--- src/rtl/hammu_axi_pkg.sv ---
// Shared FSM encoding and AXI response codes for hammu_axi_master.
package hammu_axi_pkg;

    typedef enum logic [2:0] {
        ST_IDLE  = 3'd0,
        ST_WR    = 3'd1,
        ST_WR_B  = 3'd2,
        ST_RD_AR = 3'd3,
        ST_RD_R  = 3'd4,
        ST_RSP   = 3'd5
    } state_t;

    localparam logic [1:0] RESP_OKAY    = 2'b00;
    localparam logic [1:0] RESP_SLVERR  = 2'b10;
    localparam logic [1:0] RESP_TIMEOUT = 2'b11;

endpackage

--- src/rtl/hammu_axi_master.sv ---
// Single-beat AXI4 master: one command in, one AXI read or write, one response out.
// Latency: 3 cycles accept-to-RSP_VALID with a zero-wait slave; every AXI output registered.
// Backpressure: one command in flight, CMD_READY only in IDLE; HAMMU_AXI_MASTER_TIMEOUT_EN bounds handshake waits.
module hammu_axi_master
    import hammu_axi_pkg::*;
#(
    parameter int C_M_AXI_ADDR_WIDTH = 32,
    parameter int C_M_AXI_DATA_WIDTH = 32,
    parameter int C_TIMEOUT          = 16
) (
    input  logic                            M_AXI_ACLK,
    input  logic                            M_AXI_ARESETN,

    input  logic                            CMD_VALID,
    output logic                            CMD_READY,
    input  logic                            CMD_WRITE,
    input  logic [C_M_AXI_ADDR_WIDTH-1:0]   CMD_ADDR,
    input  logic [C_M_AXI_DATA_WIDTH-1:0]   CMD_WDATA,

    output logic                            RSP_VALID,
    input  logic                            RSP_READY,
    output logic [C_M_AXI_DATA_WIDTH-1:0]   RSP_RDATA,
    output logic [1:0]                      RSP_RESP,

    output logic [C_M_AXI_ADDR_WIDTH-1:0]   M_AXI_AWADDR,
    output logic                            M_AXI_AWVALID,
    input  logic                            M_AXI_AWREADY,

    output logic [C_M_AXI_DATA_WIDTH-1:0]   M_AXI_WDATA,
    output logic [C_M_AXI_DATA_WIDTH/8-1:0] M_AXI_WSTRB,
    output logic                            M_AXI_WVALID,
    input  logic                            M_AXI_WREADY,

    input  logic [1:0]                      M_AXI_BRESP,
    input  logic                            M_AXI_BVALID,
    output logic                            M_AXI_BREADY,

    output logic [C_M_AXI_ADDR_WIDTH-1:0]   M_AXI_ARADDR,
    output logic                            M_AXI_ARVALID,
    input  logic                            M_AXI_ARREADY,

    input  logic [C_M_AXI_DATA_WIDTH-1:0]   M_AXI_RDATA,
    input  logic [1:0]                      M_AXI_RRESP,
    input  logic                            M_AXI_RVALID,
    output logic                            M_AXI_RREADY
);

    if (C_M_AXI_DATA_WIDTH != 32 || C_TIMEOUT < 1) begin : g_cfg_check
        $error("hammu_axi_master: data width must be 32 and C_TIMEOUT at least 1");
    end

    state_t                          state_q,     state_nxt;
    logic                            cmd_rdy_q,   cmd_rdy_nxt;
    logic                            aw_vld_q,    aw_vld_nxt;
    logic                            w_vld_q,     w_vld_nxt;
    logic                            b_rdy_q,     b_rdy_nxt;
    logic                            ar_vld_q,    ar_vld_nxt;
    logic                            r_rdy_q,     r_rdy_nxt;
    logic                            rsp_vld_q,   rsp_vld_nxt;
    logic [C_M_AXI_DATA_WIDTH-1:0]   rsp_rdata_q, rsp_rdata_nxt;
    logic [1:0]                      rsp_resp_q,  rsp_resp_nxt;
    logic [C_M_AXI_ADDR_WIDTH-1:0]   addr_q,      addr_nxt;
    logic [C_M_AXI_DATA_WIDTH-1:0]   wdata_q,     wdata_nxt;
    logic                            tmo_hit;
    logic                            tmo_take;

`ifdef HAMMU_AXI_MASTER_TIMEOUT_EN
    localparam int TW = $clog2(C_TIMEOUT + 1);
    logic [TW-1:0] tmo_cnt;
    logic          in_wait;

    assign in_wait = state_q inside {ST_WR, ST_WR_B, ST_RD_AR, ST_RD_R};
    assign tmo_hit = in_wait && (tmo_cnt == TW'(C_TIMEOUT - 1));

    // Restarts on every state change, so each wait state gets its own budget.
    always_ff @(posedge M_AXI_ACLK or negedge M_AXI_ARESETN) begin
        if (!M_AXI_ARESETN) begin
            tmo_cnt <= '0;
        end else if (!in_wait || state_nxt != state_q) begin
            tmo_cnt <= '0;
        end else begin
            tmo_cnt <= tmo_cnt + TW'(1);
        end
    end
`else
    assign tmo_hit = 1'b0;
`endif

    always_comb begin
        state_nxt     = state_q;
        cmd_rdy_nxt   = cmd_rdy_q;
        aw_vld_nxt    = aw_vld_q;
        w_vld_nxt     = w_vld_q;
        b_rdy_nxt     = b_rdy_q;
        ar_vld_nxt    = ar_vld_q;
        r_rdy_nxt     = r_rdy_q;
        rsp_vld_nxt   = rsp_vld_q;
        rsp_rdata_nxt = rsp_rdata_q;
        rsp_resp_nxt  = rsp_resp_q;
        addr_nxt      = addr_q;
        wdata_nxt     = wdata_q;
        tmo_take      = 1'b0;

        case (state_q)
            ST_IDLE: begin
                cmd_rdy_nxt = 1'b1;
                if (CMD_VALID && cmd_rdy_q) begin
                    cmd_rdy_nxt = 1'b0;
                    addr_nxt    = CMD_ADDR;
                    wdata_nxt   = CMD_WDATA;
                    if (CMD_WRITE) begin
                        state_nxt  = ST_WR;
                        aw_vld_nxt = 1'b1;
                        w_vld_nxt  = 1'b1;
                    end else begin
                        state_nxt  = ST_RD_AR;
                        ar_vld_nxt = 1'b1;
                    end
                end
            end
            ST_WR: begin
                // AW and W retire independently; move on once neither is outstanding.
                aw_vld_nxt = aw_vld_q && !M_AXI_AWREADY;
                w_vld_nxt  = w_vld_q  && !M_AXI_WREADY;
                if (!aw_vld_nxt && !w_vld_nxt) begin
                    state_nxt = ST_WR_B;
                    b_rdy_nxt = 1'b1;
                end else begin
                    tmo_take = tmo_hit;
                end
            end
            ST_WR_B: begin
                if (M_AXI_BVALID) begin
                    state_nxt     = ST_RSP;
                    b_rdy_nxt     = 1'b0;
                    rsp_vld_nxt   = 1'b1;
                    rsp_rdata_nxt = '0;
                    rsp_resp_nxt  = M_AXI_BRESP;
                end else begin
                    tmo_take = tmo_hit;
                end
            end
            ST_RD_AR: begin
                if (M_AXI_ARREADY) begin
                    state_nxt  = ST_RD_R;
                    ar_vld_nxt = 1'b0;
                    r_rdy_nxt  = 1'b1;
                end else begin
                    tmo_take = tmo_hit;
                end
            end
            ST_RD_R: begin
                if (M_AXI_RVALID) begin
                    state_nxt     = ST_RSP;
                    r_rdy_nxt     = 1'b0;
                    rsp_vld_nxt   = 1'b1;
                    rsp_rdata_nxt = M_AXI_RDATA;
                    rsp_resp_nxt  = M_AXI_RRESP;
                end else begin
                    tmo_take = tmo_hit;
                end
            end
            ST_RSP: begin
                if (RSP_READY) begin
                    state_nxt   = ST_IDLE;
                    rsp_vld_nxt = 1'b0;
                    cmd_rdy_nxt = 1'b1;
                end
            end
            default: begin
                state_nxt = ST_IDLE;
            end
        endcase

        // Abandon the bus transaction entirely and report it as a timeout.
        if (tmo_take) begin
            state_nxt     = ST_RSP;
            aw_vld_nxt    = 1'b0;
            w_vld_nxt     = 1'b0;
            b_rdy_nxt     = 1'b0;
            ar_vld_nxt    = 1'b0;
            r_rdy_nxt     = 1'b0;
            rsp_vld_nxt   = 1'b1;
            rsp_rdata_nxt = '0;
            rsp_resp_nxt  = RESP_TIMEOUT;
        end
    end

    always_ff @(posedge M_AXI_ACLK or negedge M_AXI_ARESETN) begin
        if (!M_AXI_ARESETN) begin
            state_q     <= ST_IDLE;
            cmd_rdy_q   <= 1'b0;
            aw_vld_q    <= 1'b0;
            w_vld_q     <= 1'b0;
            b_rdy_q     <= 1'b0;
            ar_vld_q    <= 1'b0;
            r_rdy_q     <= 1'b0;
            rsp_vld_q   <= 1'b0;
            rsp_rdata_q <= '0;
            rsp_resp_q  <= RESP_OKAY;
            addr_q      <= '0;
            wdata_q     <= '0;
        end else begin
            state_q     <= state_nxt;
            cmd_rdy_q   <= cmd_rdy_nxt;
            aw_vld_q    <= aw_vld_nxt;
            w_vld_q     <= w_vld_nxt;
            b_rdy_q     <= b_rdy_nxt;
            ar_vld_q    <= ar_vld_nxt;
            r_rdy_q     <= r_rdy_nxt;
            rsp_vld_q   <= rsp_vld_nxt;
            rsp_rdata_q <= rsp_rdata_nxt;
            rsp_resp_q  <= rsp_resp_nxt;
            addr_q      <= addr_nxt;
            wdata_q     <= wdata_nxt;
        end
    end

    assign CMD_READY     = cmd_rdy_q;
    assign RSP_VALID     = rsp_vld_q;
    assign RSP_RDATA     = rsp_rdata_q;
    assign RSP_RESP      = rsp_resp_q;
    assign M_AXI_AWADDR  = addr_q;
    assign M_AXI_AWVALID = aw_vld_q;
    assign M_AXI_WDATA   = wdata_q;
    assign M_AXI_WSTRB   = '1;
    assign M_AXI_WVALID  = w_vld_q;
    assign M_AXI_BREADY  = b_rdy_q;
    assign M_AXI_ARADDR  = addr_q;
    assign M_AXI_ARVALID = ar_vld_q;
    assign M_AXI_RREADY  = r_rdy_q;

endmodule
--- config.mk ---
export PLATFORM = sky130hd
export DESIGN_NAME = hammu_axi_master
export DESIGN_NICKNAME = d
export VERILOG_FILES = /design/src/rtl/hammu_axi_pkg.sv /design/src/rtl/hammu_axi_master.sv
export SDC_FILE = /design/constraint.sdc
export NUM_CORES = 1
export LEC_CHECK = 0
export CORE_ASPECT_RATIO = 1.25
export CORE_UTILIZATION = 42
export CTS_CLUSTER_DIAMETER = 60
export DETAILED_ROUTE_END_ITERATION = 8
export GPL_TIMING_DRIVEN = 0
export HOLD_SLACK_MARGIN = 0.06
export PLACE_DENSITY = 0.86
export REMOVE_ABC_BUFFERS = 1
export SLEW_MARGIN = 0
export SYNTH_ARGS = -nofsm -noshare
export SYNTH_HDL_FRONTEND = slang
export SYNTH_SLANG_ARGS = --single-unit
--- constraint.sdc ---
create_clock -name M_AXI_ACLK -period 3.88 [get_ports M_AXI_ACLK]
set_input_delay 1.164 -clock M_AXI_ACLK [delete_from_list [all_inputs] [get_ports M_AXI_ACLK]]
set_output_delay 1.164 -clock M_AXI_ACLK [all_outputs]
set_load 0.01 [all_outputs]
Word-level counts from Yosys, hierarchy flattened
Cells that the tools add are included.
Word-level totals
  flip-flop bits (word level): 108
  input bits: 110
  output and inout port bits: 141
  word-level logic and storage cells: 85
Cells by class
  eq/ne operators: 13
  mux-type cells: 35
  reduce and logical (&&, ||, !) cells: 25
Operator list (number)
  2-to-1 mux 32 bit: 2
  one-hot mux 32 bit (2 select lines): 1
  2-to-1 mux 3 bit: 6
  one-hot mux 3 bit (6 select lines): 1
  != test 2 bit (second input constant): 8
  2-to-1 mux 1 bit: 14
  one-hot mux 1 bit (2 select lines): 6
  AND reduction 3 bit: 4
  nonzero test 2 bit: 6
  AND reduction 4 bit: 2
  == test 3 x 2 -> 1 bit (second input constant): 2
  == test 3 bit (second input constant): 2
  2-to-1 mux 2 bit: 3
  AND reduction 6 bit: 1
  logical AND 1 bit: 4
  logical NOT 1 bit: 4
  one-hot mux 2 bit (2 select lines): 1
  AND reduction 2 bit: 2
  == test 3 x 1 -> 1 bit (second input constant): 1
  logical NOT 3 bit: 1
  one-hot mux 1 bit (3 select lines): 1
  nonzero test 3 bit: 1

Logic depth before layout (Yosys ltp)
  depth in word-level cells: 6
  gate-level depth with buffers: 6
  depth with buffers taken out: 4

Least setup slack after synthesis
OpenSTA, ideal clock, no wires.
  path type: input to register
  start point: input port CMD_VALID
  end point: register addr_q[0] (netlist: M_AXI_ARADDR[0])
  library setup time: 125 ps
  arrival time: 2115 ps
  required time: 3755 ps
  setup slack: 1640 ps
  stages: 5
  path buffers: 2
  cell sequence: nand2_1 > nor4_1 > buf_4 > buf_6 > mux2_2
Between the ends
  cells in the longest elaborated chain, start to end: 2
Ends and longest elaborated chain
  start, declared: RTL line hammu_axi_master.sv:14  | input logic CMD_VALID,
  logical AND 1 bit: RTL line hammu_axi_master.sv:107  | if (CMD_VALID && cmd_rdy_q) begin
  AND reduction 2 bit (no source line)
  end signal, assigned: RTL line hammu_axi_master.sv:214  | addr_q <= addr_nxt;
  end, declared: RTL line hammu_axi_master.sv:62  | logic [C_M_AXI_ADDR_WIDTH-1:0] addr_q, addr_nxt;
Every way passes these cells.
A chain may end at the register's enable or synchronous reset.

Worst setup path in the final report
  start point: input port CMD_VALID
  end point: register wdata_q[26] (netlist: M_AXI_WDATA[26])
Between the ends
  cells in the longest elaborated chain, start to end: 2
Ends and longest elaborated chain
  logical AND 1 bit: RTL line hammu_axi_master.sv:107
  AND reduction 2 bit (no source line)
  end signal, assigned: RTL line hammu_axi_master.sv:215  | wdata_q <= wdata_nxt;
  end, declared: RTL line hammu_axi_master.sv:63  | logic [C_M_AXI_DATA_WIDTH-1:0] wdata_q, wdata_nxt;
Every way passes these cells.

==> qor.yml <==
drt_iter0_drc: 88
postSynthCellCount: 388
antenna_found_initial: 0
synth_top_area_share_pct: 58.98
m1WireLength_um: 4445
initial_core_util_pct: 43.16
grt_pass1_wl_um: 19390
end_kind: "flop"
met2WireLength_um: 6329
hold_viol: 0
grt_overflow: 0
grt_max_degree: 69
vdd_drop_max_uv: 393.9
fillCellCount: 777
drv_cap: 0
cts_tree: "yes"
arrival_ps: 3630
ys_seq_area_share_pct: 58.98
cts.repair.resized: 0
multi_input_area_mm2: 0.001478
gp_congestion: 0.8394
power_mw: 5.915
drt-total-wl_um: 12190
drc: 0
ys_seq_elements: 108
synth_area_leaders: "dfrtp_1 59%, mux2_2 16%, nand2_1 6.1%, buf_4 6.1%, o21ai_0 4.2%"
maxSlewHeadroom_pct: 45.94
syn_area_mm2: 0.004582
wl_met3_um: 1068
clock-sinks: 108
area_growth_pct: 57.81
crit_path_max_fanout: 10
die_w_um: 95.42
ctsHtreeMaxLevel: 3
synth_edf_count: 0
ys_types: 32
synth.avg_cell_area_um2: 11.81
ant_nets: 0
vias: 3639
ios: 251
fin_nets: 710
drive_gt1_share_pct: 15.37
tightest_slew_ps: 809.0
core-area_mm2: 0.01062
grt_pass1_vias: 3740
yosys_warnings: 0
slew_viol_final: 0
clk_pin_slew_ps: 80
avgViaCountPerCell: 4.938
seq_area_mm2: 0.002703
cts_hold_buffers: 0
top_layer: "met4"
leakage_nw: 2.976
cts_buffers: 9
finalCritPeriodShare_pct: 87.60
io_buffer_count: 246
crit_type: "in -> reg"
die_y_um: 118.8
globalRouteTotalUtil_pct: 22.45
hpwlAfterDp_um: 9311
setup_viol: 0
ys_async_sr_fraction_pct: 100.0
fin_crit_ps: 3399
rows: 42
pre_cts_slack_ps: 129.0
wl_per_cell_um: 16.54
status: "complete, no violations"
skew_ps: 12.94
cts-root-buf: "clkbuf_16"
start_kind: "input port"
die_area_mm2: 0.01133
hold_path.class: "reg -> reg"
synth_top_cell_by_area: "dfrtp_1"
post_cts_buffers: 0
synthFlopType: "dfrtp_1"
drtPass1Iterations: 6
clk_latency_ps: 340
fmax_mhz: 294.2
setup_slack_ps: 481.1
cts_buffer_depth: 2
powerDensity_mw_per_mm2: 818.0
critical_path_required_ps: 4110
n_antenna_cell: 0
rsz0062_at_grt: "no"
[cells by family after synthesis]
group,Yosys count,share of synthesized area [%]
mux,68,16.63
simple gates,88,7.810
compound gates,59,7.209
buf+inv,64,9.284
other cells,1,0.08184
flops,108,58.98
[power by group]
group / internal, mW / switching, mW / leakage (nW)
registers: 1.67 / 0.408 / 1.34
clock network: 0.504 / 0.403 / 0.136
logic: 1.77 / 1.16 / 1.50
[cells in the mapped netlist (all sizes together) (2+ instances only)]
cell,count
mux2,65
a21oi,8
nand2,75
mux2i,3
o21ai,40
inv,7
nand3b,3
a41oi,2
a21o,2
nor2,5
clkbuf,8
buf,49
dfrtp,108
[cell usage in the layout (no fill, tap or decap), types with 2 or more instances in the layout]
master,Yosys,routed
mux2i_1,3,3
nor2_1,3,3
a21oi_1,8,8
dfrtp_1,108,108
inv_1,6,6
mux2_2,64,64
clkdlybuf4s50_1,0,245
nand2_1,75,75
o21ai_0,38,38
buf_4,37,7
o21ai_1,2,2
clkinv_4,0,2
nand3b_1,3,3
conb_1,1,4
clkbuf_1,8,2
clkinvlp_4,0,2
clkbuf_16,0,9
a41oi_1,2,2
[area by class of cell]
cell class | count | area share, %
repair buffers | 255 | 35.46
inverters | 7 | 0.3634
well taps | 132 | 2.284
clock inverters | 5 | 0.8652
flip-flops and latches | 108 | 37.38
clock buffers | 11 | 3.219
multi-input cells | 219 | 20.44
[sequential cells by signal, summed over array words and instances, names as in the netlist]
register,count
CMD_READY,1
M_AXI_ARADDR,32
M_AXI_ARVALID,1
M_AXI_AWVALID,1
M_AXI_BREADY,1
M_AXI_RREADY,1
M_AXI_WDATA,32
M_AXI_WVALID,1
RSP_RDATA,32
RSP_RESP,2
RSP_VALID,1
state_q,3
[critical path, cell delays in order]
cell	delay, ps
clkdlybuf4s50_1	560
nand2_1	90
nor4_2	590
buf_4	310
buf_4	200
buf_6	170
buf_4	190
mux2_2	360
[per-layer routing]
metal  vias to the layer above  GRT usage, %
li1                       1690             -
met2                       193         39.38
met3                        27         5.663
met1                      1729         25.17
met5                         -             0
met4                         0         9.701
[metrics by stage]
step           instance area [um^2]  utilization, %  setup TNS, ps  std cells  hold WS (ps)
2_1_floorplan                  4194               -        -281840        334         516.2
3_3_place_gp                   6822           64.26        -737910        712         459.7
3_5_place_dp                   6930           65.29              0        721         469.0
4_1_cts                        7226           68.07              0        737         485.4
5_1_grt                        7231           68.12              0        737         503.9
6_report                       7231           68.12              0        737         477.4
[final timing paths]
| kind | end | startpoint | depth (start not counted) | slack, ps |
|---|---|---|---|---|
| setup / recovery | M_AXI_WDATA[26] | CMD_VALID | 8 | 480 |
| hold / removal | RSP_RDATA[25] | RSP_RDATA[25] | 2 | 480 |
| setup reg to reg | M_AXI_WDATA[26] | state_q[0] | 6 | 1160 |
| hold reg to reg | RSP_RDATA[25] | RSP_RDATA[25] | 2 | 480 |
| max in group asynchronous | RSP_RDATA[0] | M_AXI_ARESETN | 2 | 2310 |
| min in group asynchronous | M_AXI_ARADDR[26] | M_AXI_ARESETN | 1 | 850 |
No activity file was read; power rests on OpenSTA's default activity.
